==> src/rtl/sipo_deserializer.sv <==
// Purpose: MSB-first serial-to-parallel deserializer with a one-entry valid/ready output register and a sticky overrun flag.
// Latency: out_valid rises on the edge that samples the last bit of a frame (0 cycles after the final sample edge).
// Backpressure: shifting never stalls; a word that completes while the previous word is still held is dropped and flags overflow.
// Optional feature: define SIPO_PARITY_EN to append an even-parity bit to each frame and report parity_err.
module sipo_deserializer #(
  parameter int WIDTH = 8,
  parameter int CNT_W = $clog2(WIDTH + 1)
) (
  input  logic             clk,
  input  logic             rst,
  input  logic             shift_en,
  input  logic             serial_in,
  input  logic             sync_clr,
  output logic [WIDTH-1:0] out_data,
  output logic             out_valid,
  input  logic             out_ready,
  output logic [CNT_W-1:0] bit_cnt,
  output logic             overflow,
  output logic             parity_err
);

`ifdef SIPO_PARITY_EN
  // All WIDTH data bits are held while the parity bit is awaited.
  localparam int SR_W = WIDTH;
  typedef enum logic {COLLECT, PARITY} state_t;
  state_t r_state;
  logic   r_parity_err;
`else
  // The last data bit goes straight into out_data, so only WIDTH-1 bits are stored.
  localparam int SR_W = WIDTH - 1;
`endif

  logic [SR_W-1:0]  r_shift_reg;
  logic [CNT_W-1:0] r_bit_cnt;
  logic [WIDTH-1:0] r_out_data;
  logic             r_out_valid;
  logic             r_overflow;

  logic             w_shift;
  logic             w_done;
  logic             w_load;
  logic             w_xfer;
  logic [WIDTH-1:0] w_word;

  // sync_clr suppresses any strobe on the same edge
  assign w_shift = shift_en && !sync_clr;
  assign w_xfer  = r_out_valid && out_ready;

`ifdef SIPO_PARITY_EN
  assign w_done = w_shift && (r_state == PARITY);
  assign w_word = r_shift_reg;
`else
  assign w_done = w_shift && (r_bit_cnt == CNT_W'(WIDTH - 1));
  assign w_word = {r_shift_reg, serial_in};
`endif

  // A finished word may load when the slot is empty or drains on this same edge
  assign w_load = w_done && (!r_out_valid || out_ready);

  // Framing: shift register, bit counter and (with parity) the frame state
  always_ff @(posedge clk) begin
    if (rst) begin
      r_shift_reg <= '0;
      r_bit_cnt   <= '0;
`ifdef SIPO_PARITY_EN
      r_state     <= COLLECT;
`endif
    end else if (sync_clr) begin
      r_shift_reg <= '0;
      r_bit_cnt   <= '0;
`ifdef SIPO_PARITY_EN
      r_state     <= COLLECT;
`endif
    end else if (shift_en) begin
`ifdef SIPO_PARITY_EN
      if (r_state == COLLECT) begin
        r_shift_reg <= {r_shift_reg[WIDTH-2:0], serial_in};
        r_bit_cnt   <= r_bit_cnt + CNT_W'(1);
        if (r_bit_cnt == CNT_W'(WIDTH - 1)) begin
          r_state <= PARITY;
        end
      end else begin
        r_bit_cnt <= '0;
        r_state   <= COLLECT;
      end
`else
      r_shift_reg <= w_word[WIDTH-2:0];
      r_bit_cnt   <= w_done ? '0 : r_bit_cnt + CNT_W'(1);
`endif
    end
  end

  // Output holding register, handshake and sticky overrun flag
  always_ff @(posedge clk) begin
    if (rst) begin
      r_out_data   <= '0;
      r_out_valid  <= 1'b0;
      r_overflow   <= 1'b0;
`ifdef SIPO_PARITY_EN
      r_parity_err <= 1'b0;
`endif
    end else begin
      if (w_load) begin
        r_out_data   <= w_word;
        r_out_valid  <= 1'b1;
`ifdef SIPO_PARITY_EN
        r_parity_err <= (^w_word) ^ serial_in;
`endif
      end else if (w_xfer) begin
        r_out_valid  <= 1'b0;
`ifdef SIPO_PARITY_EN
        r_parity_err <= 1'b0;
`endif
      end
      if (sync_clr) begin
        r_overflow <= 1'b0;
      end else if (w_done && !w_load) begin
        r_overflow <= 1'b1;
      end
    end
  end

  assign out_data  = r_out_data;
  assign out_valid = r_out_valid;
  assign bit_cnt   = r_bit_cnt;
  assign overflow  = r_overflow;
`ifdef SIPO_PARITY_EN
  assign parity_err = r_parity_err;
`else
  assign parity_err = 1'b0;
`endif

endmodule

==> config.mk <==
export PLATFORM = sky130hd
export DESIGN_NAME = sipo_deserializer
export DESIGN_NICKNAME = d
export VERILOG_FILES = /design/src/rtl/sipo_deserializer.sv
export SDC_FILE = /design/constraint.sdc
export NUM_CORES = 1
export LEC_CHECK = 0
export CAP_MARGIN = 40
export CORE_ASPECT_RATIO = 0.7
export CORE_MARGIN = 2
export CORE_UTILIZATION = 47
export CTS_CLUSTER_DIAMETER = 50
export CTS_CLUSTER_SIZE = 25
export DETAILED_ROUTE_END_ITERATION = 7
export HOLD_SLACK_MARGIN = 0.06
export PLACE_DENSITY = 0.78
export RECOVER_POWER = 50
export SLEW_MARGIN = 30
export SYNTH_ARGS = -nofsm -noshare
export SYNTH_HDL_FRONTEND = slang
export SYNTH_SLANG_ARGS = --single-unit
==> constraint.sdc <==
create_clock -name clk -period 1.7 [get_ports clk]
set_input_delay 0.425 -clock clk [delete_from_list [all_inputs] [get_ports clk]]
set_output_delay 0.425 -clock clk [all_outputs]
set_load 0.05 [all_outputs]
==> flow_summary.toml <==
[critical_path]
start_kind = "primary input"
crit_fanout = 12
required_ns = 1.95
crit_type = "in -> reg"
cp_data_arrival_time_ns = 1.77
end_kind = "register"

[die]
die_w_um = 56.0
die_height_um = 40.4
floorplan.core_area_um2 = 1820
ios = 21
start_util_pct = 48.8
row_count = 13
dieArea_um2 = 2260

[run]
drv_cap = 0

[power_and_ir_drop]
power_density_nw_per_um2 = 709
ir_drop_uv = 493
comb_power_share_pct = 7.9
p_clk_share_pct = 30.7
p_leak_nw = 0.459
swShare_pct = 24.0
seqPwrFrac_pct = 61.4
p_sw_mw = 0.194
internal-power_mw = 0.616

[sta]
rsz0062_at_grt = "no"
whs_ns = 0.481
drv_slew = 0
min_period_ns = 1.52
setup-violations-final = 0
skew_ns = 0.0117
hold_viol_final = 0
post-route-period-util_pct = 89.3
max_freq_ghz = 0.659
fin_setup_tns_ns = 0
timing.final.ws_setup_ns = 0.182

[drt]
wl_mm = 1.59
drc = 0
dr_total_vias = 627
first_iter_violations = 10
vias_per_cell = 4.79
dr.pass1.iters = 2
wl_per_cell_um = 12.2
route.antenna.remaining_nets = 0

[grt]
grt_pass1_wl_mm = 2.60
antenna_found_initial = 0
grt_max_degree = 18
grt_pass1_vias = 542
grt_usage_pct = 16.1
overflow = 0

[min_path]
hp-class = "reg -> reg"

[place]
place.gp.congestion = 0.729
pre_cts_ws_ns = -0.0423
portBuffers = 19
hpwl_mm = 1.22

[final_layout]
multi_input_area_um2 = 448
largest_reg_flops = 8
regArea_um2 = 423
utilization_pct = 62.8
syn_to_final_growth_pct = 28.7
final_nets = 117
fillCellCount = 172
n_antenna_cell = 0
final_layout_size_suffix_gt1_share_pct = 27.5

[synth]
synth_area_um2 = 888
synth_seq_cells = 21
synth-seq-area-share_pct = 47.3
syn_inst = 84
ys_warn_count = 0
synthDistinctLibCells = 21
synth_nets = 91
avgSynthCellArea_um2 = 10.6

[clocking]
path_clk_slew_ns = 0.12
h-tree-depth = 1
clkSinkCount = 21
clkLatencyLatePin_ns = 0.32
cts_tree = "built"
numCtsBuffers = 3
cts_setup_buffers = 0
cts.path.max_buffers = 2
cts-hold-fix-buffers = 0
ctsRootBufferMaster = "clkbuf_4"
ctsResizeCount = 0

[run_status]
status = "finished, final reports clean"
[layout by cell type, fill, tap and decap left out, types with 2 or more instances in the layout]
master           count
dfxtp_1             19
nand2b_1            17
mux2i_1             16
nor2_1              10
clkbuf_2             9
buf_4                8
clkdlybuf4s50_1      5
clkbuf_4             3
buf_12               3
xor2_1               2
o21ba_2              2
dfxtp_2              2
[power by group through the flow]
| stage | logic (mW) | clock network (mW) | registers [mW] |
|---|---|---|---|
| after floorplan | 0.0331 | 0 | 0.514 |
| final | 0.0643 | 0.249 | 0.498 |
| after global routing | 0.0688 | 0.284 | 0.498 |
| after CTS | 0.0652 | 0.260 | 0.498 |
| after global placement | 0.0645 | 0 | 0.509 |
| after detailed placement | 0.0650 | 0 | 0.509 |
[cell families after synthesis]
family	Yosys count	share of synthesized area, %
xor gates and xnor gates	2	1.97
muxes	16	18.0
DFF	21	47.3
buffers and inverters	4	2.25
other	1	0.422
and+or+nand+nor	36	25.6
adders and majority gates	1	1.41
AOI/OAI and AO/OA	3	2.96
[per-layer routing]
| metal | up-vias | GRT usage [%] | wire length [µm] |
|---|---|---|---|
| met1 | 281 | 21.2 | 857 |
| met5 | - | 0 | 0 |
| met4 | 0 | 7.14 | 16 |
| met3 | 3 | 4.84 | 60 |
| met2 | 12 | 25.0 | 657 |
| li1 | 331 | - | - |
[synth_stat cells]
cell type / n / area share, %
xor2_1: 2 / 2.0
conb_1: 1 / 0.42
nand2_1: 1 / 0.42
ha_1: 1 / 1.4
buf_2: 1 / 0.56
nand4_1: 1 / 0.70
nor2b_1: 1 / 0.70
or2_1: 1 / 0.70
nor3_1: 1 / 0.56
nor3b_1: 1 / 0.85
clkbuf_1: 2 / 0.85
mux2i_1: 16 / 18
nand4b_4: 1 / 2.7
buf_4: 1 / 0.85
o22ai_1: 1 / 0.70
or3b_1: 1 / 0.99
dfxtp_1: 21 / 47
nor3_4: 1 / 1.8
o21ba_2: 2 / 2.3
nor2_1: 10 / 4.2
nand2b_1: 17 / 12
[worst paths after layout]
kind | start | end | slack [ns] | cells after the start
setup / recovery | shift_en | bit_cnt[0] | 0.18 | 4
hold / removal | out_data[0] | out_data[0] | 0.48 | 2
setup reg to reg | bit_cnt[0] | out_data[4] | 0.31 | 5
hold reg to reg | out_data[0] | out_data[0] | 0.48 | 2
[cell type report]
cell class | count | area share, %
timing repair buffer | 25 | 18.8
tap | 22 | 2.41
clock buffer | 3 | 1.97
sequential | 21 | 37.0
clock inverter | 1 | 0.656
multi-input combinational | 59 | 39.2
[per-stage QoR]
stage / area [µm²] / total power, mW / instances
floorplan: 891 / 0.547 / 84
global placement: 1140 / 0.573 / 127
detailed placement: 1140 / 0.574 / 127
CTS: 1170 / 0.823 / 131
global route: 1140 / 0.851 / 131
finish: 1140 / 0.811 / 131
[worst max-delay path, stage by stage]
cell and delay, ns:
clkdlybuf4s50_1 0.52, clkbuf_2 0.33, or3b_1 0.38, o22ai_1 0.11
Note: power is estimated with default switching activity, not from simulation.
